===== config.mk =====
export PLATFORM = sky130hd
export DESIGN_NAME = square_flat
export DESIGN_NICKNAME = d
export VERILOG_FILES = /design/src/rtl/square_if.sv /design/src/rtl/square.sv /design/src/flat_wrapper.sv
export SDC_FILE = /design/constraint.sdc
export NUM_CORES = 1
export LEC_CHECK = 0
export CAP_MARGIN = 0
export CORE_AREA = 3 3 82 84
export CTS_BUF_LIST = sky130_fd_sc_hd__clkbuf_8
export DETAILED_ROUTE_END_ITERATION = 7
export DIE_AREA = 0 0 85 87
export SYNTH_ARGS = -nofsm -noshare
export SYNTH_HDL_FRONTEND = slang
export SYNTH_SLANG_ARGS = --single-unit

===== constraint.sdc =====
create_clock -name clk_in -period 2 [get_ports clk_in]
set_input_delay 0.3 -clock clk_in [delete_from_list [all_inputs] [get_ports clk_in]]
set_output_delay 0.3 -clock clk_in [all_outputs]
set_load 0.01 [all_outputs]

===== src/rtl/square_if.sv =====
`default_nettype none
// ============================================================================
// Module   : square_if
// Purpose  : Operand/handshake/result bundle for the sequential squarer.
// Revision : 1.0 - initial release
// ============================================================================
interface square_if #(
    parameter int N = 4
);
    logic [N-1:0]   x_in;
    logic           start_in;
    logic           busy_out;
    logic [2*N-1:0] y_out;

    modport master (output x_in, output start_in, input  busy_out, input  y_out);
    modport slave  (input  x_in, input  start_in, output busy_out, output y_out);
endinterface
`default_nettype wire


===== src/rtl/square.sv =====
`default_nettype none
// ============================================================================
// Module   : square
// Purpose  : Shift-and-add unsigned squarer, one multiplier bit per cycle.
//            Optional macro SQUARE_EARLY_EXIT_EN ends the operation as soon as
//            the remaining multiplier bits are all zero.
// Revision : 1.0 - initial release
// ============================================================================
module square #(
    parameter int N = 4
) (
    input  wire logic clk_in,
    input  wire logic rst_in,
    square_if.slave   bus
);
    localparam int unsigned CW = $clog2(N + 1);

    localparam logic [0:0] IDLE = 1'b0;
    localparam logic [0:0] WORK = 1'b1;

    logic [0:0]     state_q, state_d;
    logic [2*N-1:0] mcand_q, mcand_d;
    logic [N-1:0]   mplier_q, mplier_d;
    logic [2*N-1:0] acc_q, acc_d;
    logic [CW-1:0]  cnt_q, cnt_d;
    logic [2*N-1:0] y_q, y_d;
    logic           early_exit;
    logic           finish;

`ifdef SQUARE_EARLY_EXIT_EN
    assign early_exit = (mplier_q == '0);
`else
    assign early_exit = 1'b0;
`endif

    assign finish = (state_q == WORK) && ((cnt_q == '0) || early_exit);

    // State register
    always_ff @(posedge clk_in or posedge rst_in) begin
        if (rst_in) begin
            state_q <= IDLE;
        end else begin
            state_q <= state_d;
        end
    end

    // Next-state logic
    always_comb begin
        state_d = state_q;
        case (state_q)
            IDLE:    if (bus.start_in) state_d = WORK;
            WORK:    if (finish)       state_d = IDLE;
            default: state_d = IDLE;
        endcase
    end

    // Output logic: busy decoded straight from the state register
    always_comb begin
        bus.busy_out = (state_q == WORK);
        bus.y_out    = y_q;
    end

    // Datapath next-state
    always_comb begin
        mcand_d  = mcand_q;
        mplier_d = mplier_q;
        acc_d    = acc_q;
        cnt_d    = cnt_q;
        y_d      = y_q;
        if (state_q == IDLE) begin
            if (bus.start_in) begin
                mcand_d  = {{N{1'b0}}, bus.x_in};
                mplier_d = bus.x_in;
                acc_d    = '0;
                cnt_d    = CW'(N);
            end
        end else if (finish) begin
            y_d = acc_q;
        end else begin
            if (mplier_q[0]) acc_d = acc_q + mcand_q;
            mcand_d  = mcand_q << 1;
            mplier_d = mplier_q >> 1;
            cnt_d    = cnt_q - CW'(1);
        end
    end

    always_ff @(posedge clk_in or posedge rst_in) begin
        if (rst_in) begin
            mcand_q  <= '0;
            mplier_q <= '0;
            acc_q    <= '0;
            cnt_q    <= CW'(N);
            y_q      <= '0;
        end else begin
            mcand_q  <= mcand_d;
            mplier_q <= mplier_d;
            acc_q    <= acc_d;
            cnt_q    <= cnt_d;
            y_q      <= y_d;
        end
    end
endmodule
`default_nettype wire


===== src/flat_wrapper.sv =====
// flat-port wrapper written by rule: the top's interface ports become plain ports
module square_flat 
#(
    parameter int N = 4
)
  (clk_in, rst_in, bus_x_in, bus_start_in, bus_busy_out, bus_y_out);
  square_if #(.N(N)) bus_i ();
  input  wire logic clk_in;
  input  wire logic rst_in;
  input wire logic [$bits(bus_i.x_in)-1:0] bus_x_in;
  input wire logic [$bits(bus_i.start_in)-1:0] bus_start_in;
  output wire logic [$bits(bus_i.busy_out)-1:0] bus_busy_out;
  output wire logic [$bits(bus_i.y_out)-1:0] bus_y_out;
  assign bus_i.x_in = bus_x_in;
  assign bus_i.start_in = bus_start_in;
  assign bus_busy_out = bus_i.busy_out;
  assign bus_y_out = bus_i.y_out;
  square #(.N(N)) u_core (.clk_in(clk_in), .rst_in(rst_in), .bus(bus_i));
endmodule

# Word level (Yosys, flattened, before mapping)
# Cells that the tools add are included.
[op_classes]
add_sub_neg = 2
n_eq_ne = 2
n_mux = 16
n_bitwise = 1
n_reduce_logical = 6
[op_table]
columns = ["operator", "count"]
rows = [
  ["8-bit 2-to-1 mux", 7],
  ["4-bit 2-to-1 mux", 3],
  ["3-bit 2-to-1 mux", 3],
  ["8-bit adder", 1],
  ["2-bit inequality test (second input constant)", 2],
  ["2-bit AND reduction", 2],
  ["3-bit zero test", 1],
  ["3-bit AND reduction", 1],
  ["3-bit by 1-bit subtractor with 3-bit output (second input constant)", 1],
  ["1-bit 2-to-1 mux", 2],
  ["1-bit case mux with 2 select lines", 1],
  ["2-bit nonzero test", 1],
  ["1-bit logical AND", 1],
  ["1-bit inverter", 1],
]
[totals]
register_bits = 32
inputBits = 7

# Depth between registers and ports, before layout
# Gate-level depths: netlist of run 1.
[depth]
word_depth = 4
ltp_mapped = 7
mapped_depth_nobuf = 7

# Least setup slack after synthesis of run 1
# OpenSTA, ideal clock, no wires.
[synth_path]
kind = "register to register"
startpoint = "reg u_core.acc_q[0]"
endpoint = "reg u_core.acc_q[6]"
setup_ps = 121
arrival_ps = 1732
setup_slack_ps = 147
path_stages_with_launch = 8
path_buffers = 0
period_less_slack_ps = 1853
cell_sequence = "dfrtp_1 -> ha_1 -> fa_1 -> a21o_1 -> a31o_1 -> a21oi_2 -> xor2_1 -> o21ai_1"
[synth_between]
elab_chain_len = 4
[synth_lines]
columns = ["item", "line_no", "source"]
rows = [
  ["from (decl)", "square.sv:24", "logic [2*N-1:0] acc_q, acc_d;"],
  ["from (signal assigned)", "square.sv:91", "acc_q <= '0;"],
  ["from (signal assigned)", "square.sv:97", "acc_q <= acc_d;"],
  ["8-bit adder", "square.sv:80", "if (mplier_q[0]) acc_d = acc_q + mcand_q;"],
  ["8-bit 2-to-1 mux", "square.sv:80", ""],
  ["8-bit 2-to-1 mux", "square.sv:77", "end else if (finish) begin"],
  ["8-bit 2-to-1 mux", "square.sv:70", "if (state_q == IDLE) begin"],
]
# Every way passes these cells. The select of a mux whose other input is x is not followed.
# A chain may end at the register's enable or synchronous reset.

# Final worst setup path of run 1
# Same ends and word-level chain as after synthesis.

==> impl_metrics.py, run 1 <==
metrics = {
    "status": {
        "status": "finished clean",
    },
    "hold_path": {
        "hold_class": "in2async",
    },
    "die": {
        "die_w_um": 85,
        "rows": 28,
        "fp.dieH_um": 87,
        "start_util": 0.268,
        "ios": 16,
        "dieArea_um2": 7400,
        "core_region_area_um2": 5990,
    },
    "timing": {
        "finalMaxSlewViolations": 0,
        "fmax_mhz": 532,
        "setup-violations-final": 0,
        "max_slew_margin": 0.646,
        "rsz0062_at_grt": "no",
        "tns_ns": 0,
        "setup_ws_ns": 0.122,
        "hold_violations": 0,
        "fin_skew_ns": 0.00336,
        "period_minus_slack_ns": 1.88,
        "fin_crit_sh": 0.939,
        "worst_pin_slew_ns": 0.530,
    },
    "clocking": {
        "clk_latency_ns": 0.28,
        "htree_levels": 2,
        "root_buffer": "clkbuf_8",
        "cts_buffers": 5,
        "cts_tree": "built",
        "cts-resized-gates": 0,
        "numClockSinks": 32,
        "clkTransAtPathRegs_ns": 0.07,
        "post_cts_buffers": 0,
        "cts_buffer_depth": 2,
        "cts_hold_buffers": 0,
    },
    "finish": {
        "syn2layout_area_growth_pct": 20.9,
        "nNetsFinal": 190,
        "drive_gt1_frac": 0.178,
        "antenna_cells": 0,
    },
    "synth": {
        "synth.avg_cell_area_um2": 10.6,
        "synth-edff-count": 0,
        "synth.net_count": 168,
        "yosys_warnings": 0,
        "synth_flop_cell": "dfrtp_1",
        "yosysUniqueCellTypes": 35,
        "yosysMostFrequentCell": "dfrtp_1",
        "syn_area_um2": 1610,
        "synth_area_leaders": "dfrtp_1, ha_1, mux2_2",
        "yosysSeqAreaShare": 0.499,
        "synth_largest_area_cell": "dfrtp_1",
        "synth_common_cells": "dfrtp_1, nand2_1, nand3_1, ha_1, o21ai_1",
        "synth-seq-cells": 32,
        "ys_async_sr_fraction": 1.00,
        "synth_top_cell_area_share": 0.482,
        "synthCells": 151,
    },
    "drt": {
        "wirelength_um": 2910,
        "vias": 1122,
        "vias_per_cell": 4.51,
        "drtIter0Drc": 32,
        "drc": 0,
        "drtPass1Iterations": 4,
        "antenna_left": 0,
        "post_drt_wl_per_cell_um": 11.7,
    },
    "global_route": {
        "first_global_vias": 1070,
        "grt_overflow": 0,
        "antenna_found_initial": 0,
        "gr-usage-all-layers": 0.0891,
        "grt_pass1_wl_um": 5100,
        "grt_max_degree": 33,
    },
    "worst_setup_path": {
        "critPathMaxFanout": 3,
        "start_kind": "flop",
        "critPathKind": "reg2reg",
        "arrival_ns": 2.04,
        "cp.required_ns": 2.16,
        "reg2reg_setup_slack_ns": 0.12,
        "critPathCaptureType": "flop",
    },
    "power": {
        "internal_power_mw": 1.81,
        "ir_drop_uv": 782,
        "leakage_nw": 0.915,
        "seqPwrFrac": 0.381,
        "net-switching-power_mw": 1.14,
        "p_comb_frac": 0.444,
        "power.density_nw_per_um2": 1510,
        "clockPowerShare": 0.175,
        "p_sw_frac": 0.386,
    },
    "placement": {
        "place_congestion": 0.762,
        "dp_hpwl_um": 2080,
        "place_ws_ns": 0.0177,
        "port_buffers": 15,
    },
    "job": {
        "drv_cap": 0,
    },
}
## path summary, 6_finish.rpt
path                                    start                   to  cells after the start
setup / recovery              u_core.acc_q[0]      u_core.acc_q[6]                      7
hold / removal                         rst_in  u_core.bus.busy_out                      3
max in group asynchronous              rst_in      u_core.cnt_q[2]                      3
hold reg to reg            u_core.mplier_q[1]   u_core.mplier_q[1]                      2
setup reg to reg              u_core.acc_q[0]      u_core.acc_q[6]                      7
min in group clk_in        u_core.mplier_q[1]   u_core.mplier_q[1]                      2
## cell type report
type / count / area [um2]
fill: 632 / 4050
sequential: 32 / 802
multi-input combinational: 109 / 753
timing repair buffer: 19 / 180
tap: 75 / 93.8
clock buffer: 6 / 82.6
inverter: 6 / 22.5
clock inverter: 2 / 10.0
## layout by cell type (no fill, tap or decap), types with 2 or more instances in the layout
cell type / Yosys / final
a21o_1: 3 / 3
a21oi_1: 7 / 7
a22o_1: 2 / 2
a22oi_1: 2 / 2
buf_4: 1 / 4
clkbuf_8: 0 / 6
clkdlybuf4s50_1: 0 / 15
clkinv_2: 0 / 2
dfrtp_1: 31 / 31
ha_1: 9 / 8
inv_1: 5 / 5
mux2_2: 8 / 8
nand2_1: 19 / 19
nand2_2: 2 / 2
nand3_1: 16 / 16
nor2_1: 3 / 3
nor2b_1: 3 / 3
nor3_1: 2 / 2
o21ai_0: 5 / 5
o21ai_1: 9 / 9
xnor2_1: 3 / 3
xor2_1: 4 / 4
## power by group through the flow
stage	clock network (mW)	registers [mW]	logic, mW
global route	0.558	1.16	1.50
finish	0.515	1.12	1.31
floorplan	0	1.10	1.00
CTS	0.534	1.13	1.33
global placement	0	1.13	1.30
detailed placement	0	1.14	1.32
## stage by stage
step | power [mW] | instances | utilization | hold WS, ns | area, um2
6_report | 2.94 | 249 | 0.325 | 0.390 | 1940
3_3_place_gp | 2.43 | 241 | 0.308 | 0.472 | 1850
4_1_cts | 2.99 | 249 | 0.324 | 0.404 | 1940
5_1_grt | 3.22 | 249 | 0.325 | 0.442 | 1940
2_1_floorplan | 2.10 | 151 | - | 0.415 | 1610
3_5_place_dp | 2.46 | 241 | 0.308 | 0.478 | 1850
## critical path: stages (launching register included)
cell and delay [ns]:
dfrtp_1 0.40, ha_2 0.22, fa_2 0.36, a21o_1 0.18
a31o_1 0.23, a21oi_2 0.14, xor2_1 0.15, o21ai_1 0.07
## per-layer routing
metal  up-vias  global-route usage  part of all wire
met3         8              0.0284             0.044
met5         -                   0                 0
li1        573                   -                 -
met1       523               0.114              0.51
met4         0              0.0475             0.024
met2        18               0.133              0.42
## sequential cells by signal (all words and copies together) (netlist names)
signal and count:
u_core.acc_q 8, u_core.bus.y_out 8, u_core.mplier_q 4, u_core.mcand_q 8, u_core.cnt_q 3, u_core.bus.busy_out 1
## kinds of logic (layout without fill, tap and decap cells)
kind of cell	count (synthesis)	in the layout	share of synthesized area
buffers and inverters	10	33	0.0358
multiplexers	8	8	0.0560
flip-flops	32	32	0.499
AND/OR/NAND/NOR	48	48	0.139
XOR/XNOR	7	7	0.0381
adder cells (fa/ha/maj)	10	10	0.0825
AO/OA/AOI/OAI	36	36	0.149
(Power assumes the default switching activity.)
==> run 2, diff against run 1 <==
Settings changed: CORE_AREA 3 3 82 84 to 3 3 72 74, DIE_AREA 0 0 85 87 to 0 0 75 77.
==> impl_metrics.py, run 2 (synthesis gave the netlist of run 1 again) <==
metrics = {
    "status": {
        "status": "finished clean",
    },
    "timing": {
        "rsz0062_at_grt": "no",
        "worst_pin_slew_ns": 0.543,
        "fin_skew_ns": 0.00413,
        "hold_violations": 0,
        "worst_hold_slack_ns": 0.417,
        "period_minus_slack_ns": 1.91,
        "finalMaxSlewViolations": 0,
        "fmax_mhz": 523,
        "fin_crit_sh": 0.956,
        "max_slew_margin": 0.638,
        "setup-violations-final": 0,
    },
    "clocking": {
        "cts_hold_buffers": 0,
        "cts_tree": "built",
        "cts_buffers": 5,
        "post_cts_buffers": 0,
        "numClockSinks": 32,
        "root_buffer": "clkbuf_8",
        "clkTransAtPathRegs_ns": 0.06,
        "cts_buffer_depth": 2,
        "htree_levels": 2,
        "clk_latency_ns": 0.28,
    },
    "power": {
        "net-switching-power_mw": 1.11,
        "p_comb_frac": 0.449,
        "ir_drop_uv": 853,
        "internal_power_mw": 1.73,
        "p_sw_frac": 0.390,
        "power.density_nw_per_um2": 1500,
        "seqPwrFrac": 0.396,
        "clockPowerShare": 0.155,
        "leakage_nw": 0.906,
    },
    "placement": {
        "place_congestion": 0.883,
        "port_buffers": 15,
        "dpl_cell_area_um2": 1810,
        "dp_hpwl_um": 2130,
    },
    "drt": {
        "post_drt_wl_per_cell_um": 12.8,
        "wirelength_um": 2890,
        "drc": 0,
        "vias": 1135,
        "vias_per_cell": 5.02,
        "antenna_left": 0,
        "drtPass1Iterations": 4,
        "drtIter0Drc": 39,
    },
    "worst_setup_path": {
        "critPathKind": "reg2reg",
        "critPathCaptureType": "flop",
        "r2r-start": "u_core.acc_q[0]",
        "critPathBufInv": 0,
        "cpPeakStageDelay_ns": 0.39,
        "crit_chain": "ha_2 > fa_2 > a21o_1 > a31o_1 > a21oi_2 > xor2_1 > o21ai_1",
        "arrival_ns": 2.07,
        "reg2reg_setup_slack_ns": 0.09,
        "slowest_stage": "dfrtp_1",
        "cp_num_cells": 7,
        "start_kind": "flop",
        "critPathMaxFanout": 3,
        "cp.required_ns": 2.16,
        "reg2reg_to": "u_core.acc_q[6]",
        "reg2reg_depth": 7,
        "cp_top_family": "compound AO/OA/AOI/OAI gates",
    },
    "global_route": {
        "first_global_vias": 1173,
        "grt_overflow": 0,
        "grt_pass1_wl_um": 5220,
        "antenna_found_initial": 0,
        "gr-usage-all-layers": 0.118,
        "grt_max_degree": 33,
    },
    "job": {
        "drv_cap": 0,
    },
    "finish": {
        "layout_common_cells": "dfrtp_1, nand2_1, nand3_1",
        "fin_area_um2": 1890,
        "fillers": 458,
        "postLayoutCoreUtil": 0.406,
        "final_common_cell": "dfrtp_1",
        "drive_gt1_frac": 0.151,
        "nNetsFinal": 188,
        "antenna_cells": 0,
        "syn2layout_area_growth_pct": 17.6,
    },
    "die": {
        "start_util": 0.345,
        "fp.dieH_um": 77,
        "rows": 25,
        "ios": 16,
        "dieArea_um2": 5780,
        "core_region_area_um2": 4660,
        "die_w_um": 75,
    },
    "hold_path": {
        "hold_class": "in2async",
    },
}
## run 2: cell types whose count changed in the layout (fill, tap and decap cells not counted), sizes merged
| cell | previous run | this run |
|---|---|---|
| buf | 4 | 2 |
| clkbuf | 6 | 5 |
| clkinv | 2 | 0 |
| inv | 6 | 9 |
## run 2: final cells by class
class	instances	area [um2]	share of cell area
flip-flops and latches	32	802	0.424
multi-input cells	109	753	0.398
repair buffers	17	165	0.0874
clock buffers	5	68.8	0.0364
well taps	54	67.6	0.0357
inverters	6	22.5	0.0119
clock inverters	3	11.3	0.00596
## run 2: worst reg2reg max path: cells and delay by family (launching register included)
kind,cells,cell delay (ns)
fa+ha+maj,2,0.59
flops,1,0.39
compound gates,4,0.66
xor+xnor,1,0.16
## run 2: per-stage QoR
| stage | cells | TNS (ns) | power, mW | setup WS (ns) |
|---|---|---|---|---|
| after floorplan | 151 | 0 | 2.10 | 0.147 |
| after global placement | 218 | 0 | 2.36 | 0.0691 |
| after detailed placement | 218 | -0.00770 | 2.43 | -0.00770 |
| after CTS | 226 | 0 | 2.89 | 0.0395 |
| after global routing | 226 | 0 | 3.13 | 0.0240 |
| final | 226 | 0 | 2.84 | 0.0882 |
## run 2: how the worst max path moves through the flow
| stage | from | to | slack, ns |
|---|---|---|---|
| 2_1_floorplan | u_core.acc_q[0] | u_core.acc_q[6] | 0.15 |
| 3_3_place_gp | u_core.acc_q[0] | u_core.acc_q[6] | 0.07 |
| 3_5_place_dp | u_core.acc_q[0] | u_core.acc_q[6] | -0.008 |
| 4_1_cts | u_core.acc_q[0] | u_core.acc_q[6] | 0.04 |
| 5_1_grt | u_core.acc_q[0] | u_core.acc_q[6] | 0.02 |
| 6_report | u_core.acc_q[0] | u_core.acc_q[6] | 0.09 |
## run 2: power groups by stage
stage	Clock, mW	Combinational, mW	Sequential (mW)
CTS	0.467	1.29	1.13
finish	0.441	1.27	1.12
global route	0.500	1.46	1.17
global placement	0	1.24	1.12
detailed placement	0	1.29	1.14
floorplan	0	1.00	1.10
## run 2: what timing repair did
action | in CTS | in global routing
endpoints found under the setup margin | 1 | 1
hold endpoints to repair | 0 | 0
resized for setup | 1 | 1
## run 2: layer usage
metal  part of all wire  track usage  vias to the layer above
met3              0.038       0.0354                        6
met5                  0            0                        -
met4              0.018       0.0587                        0
met1               0.46        0.144                      535
li1                   -            -                      570
met2               0.48        0.185                       24
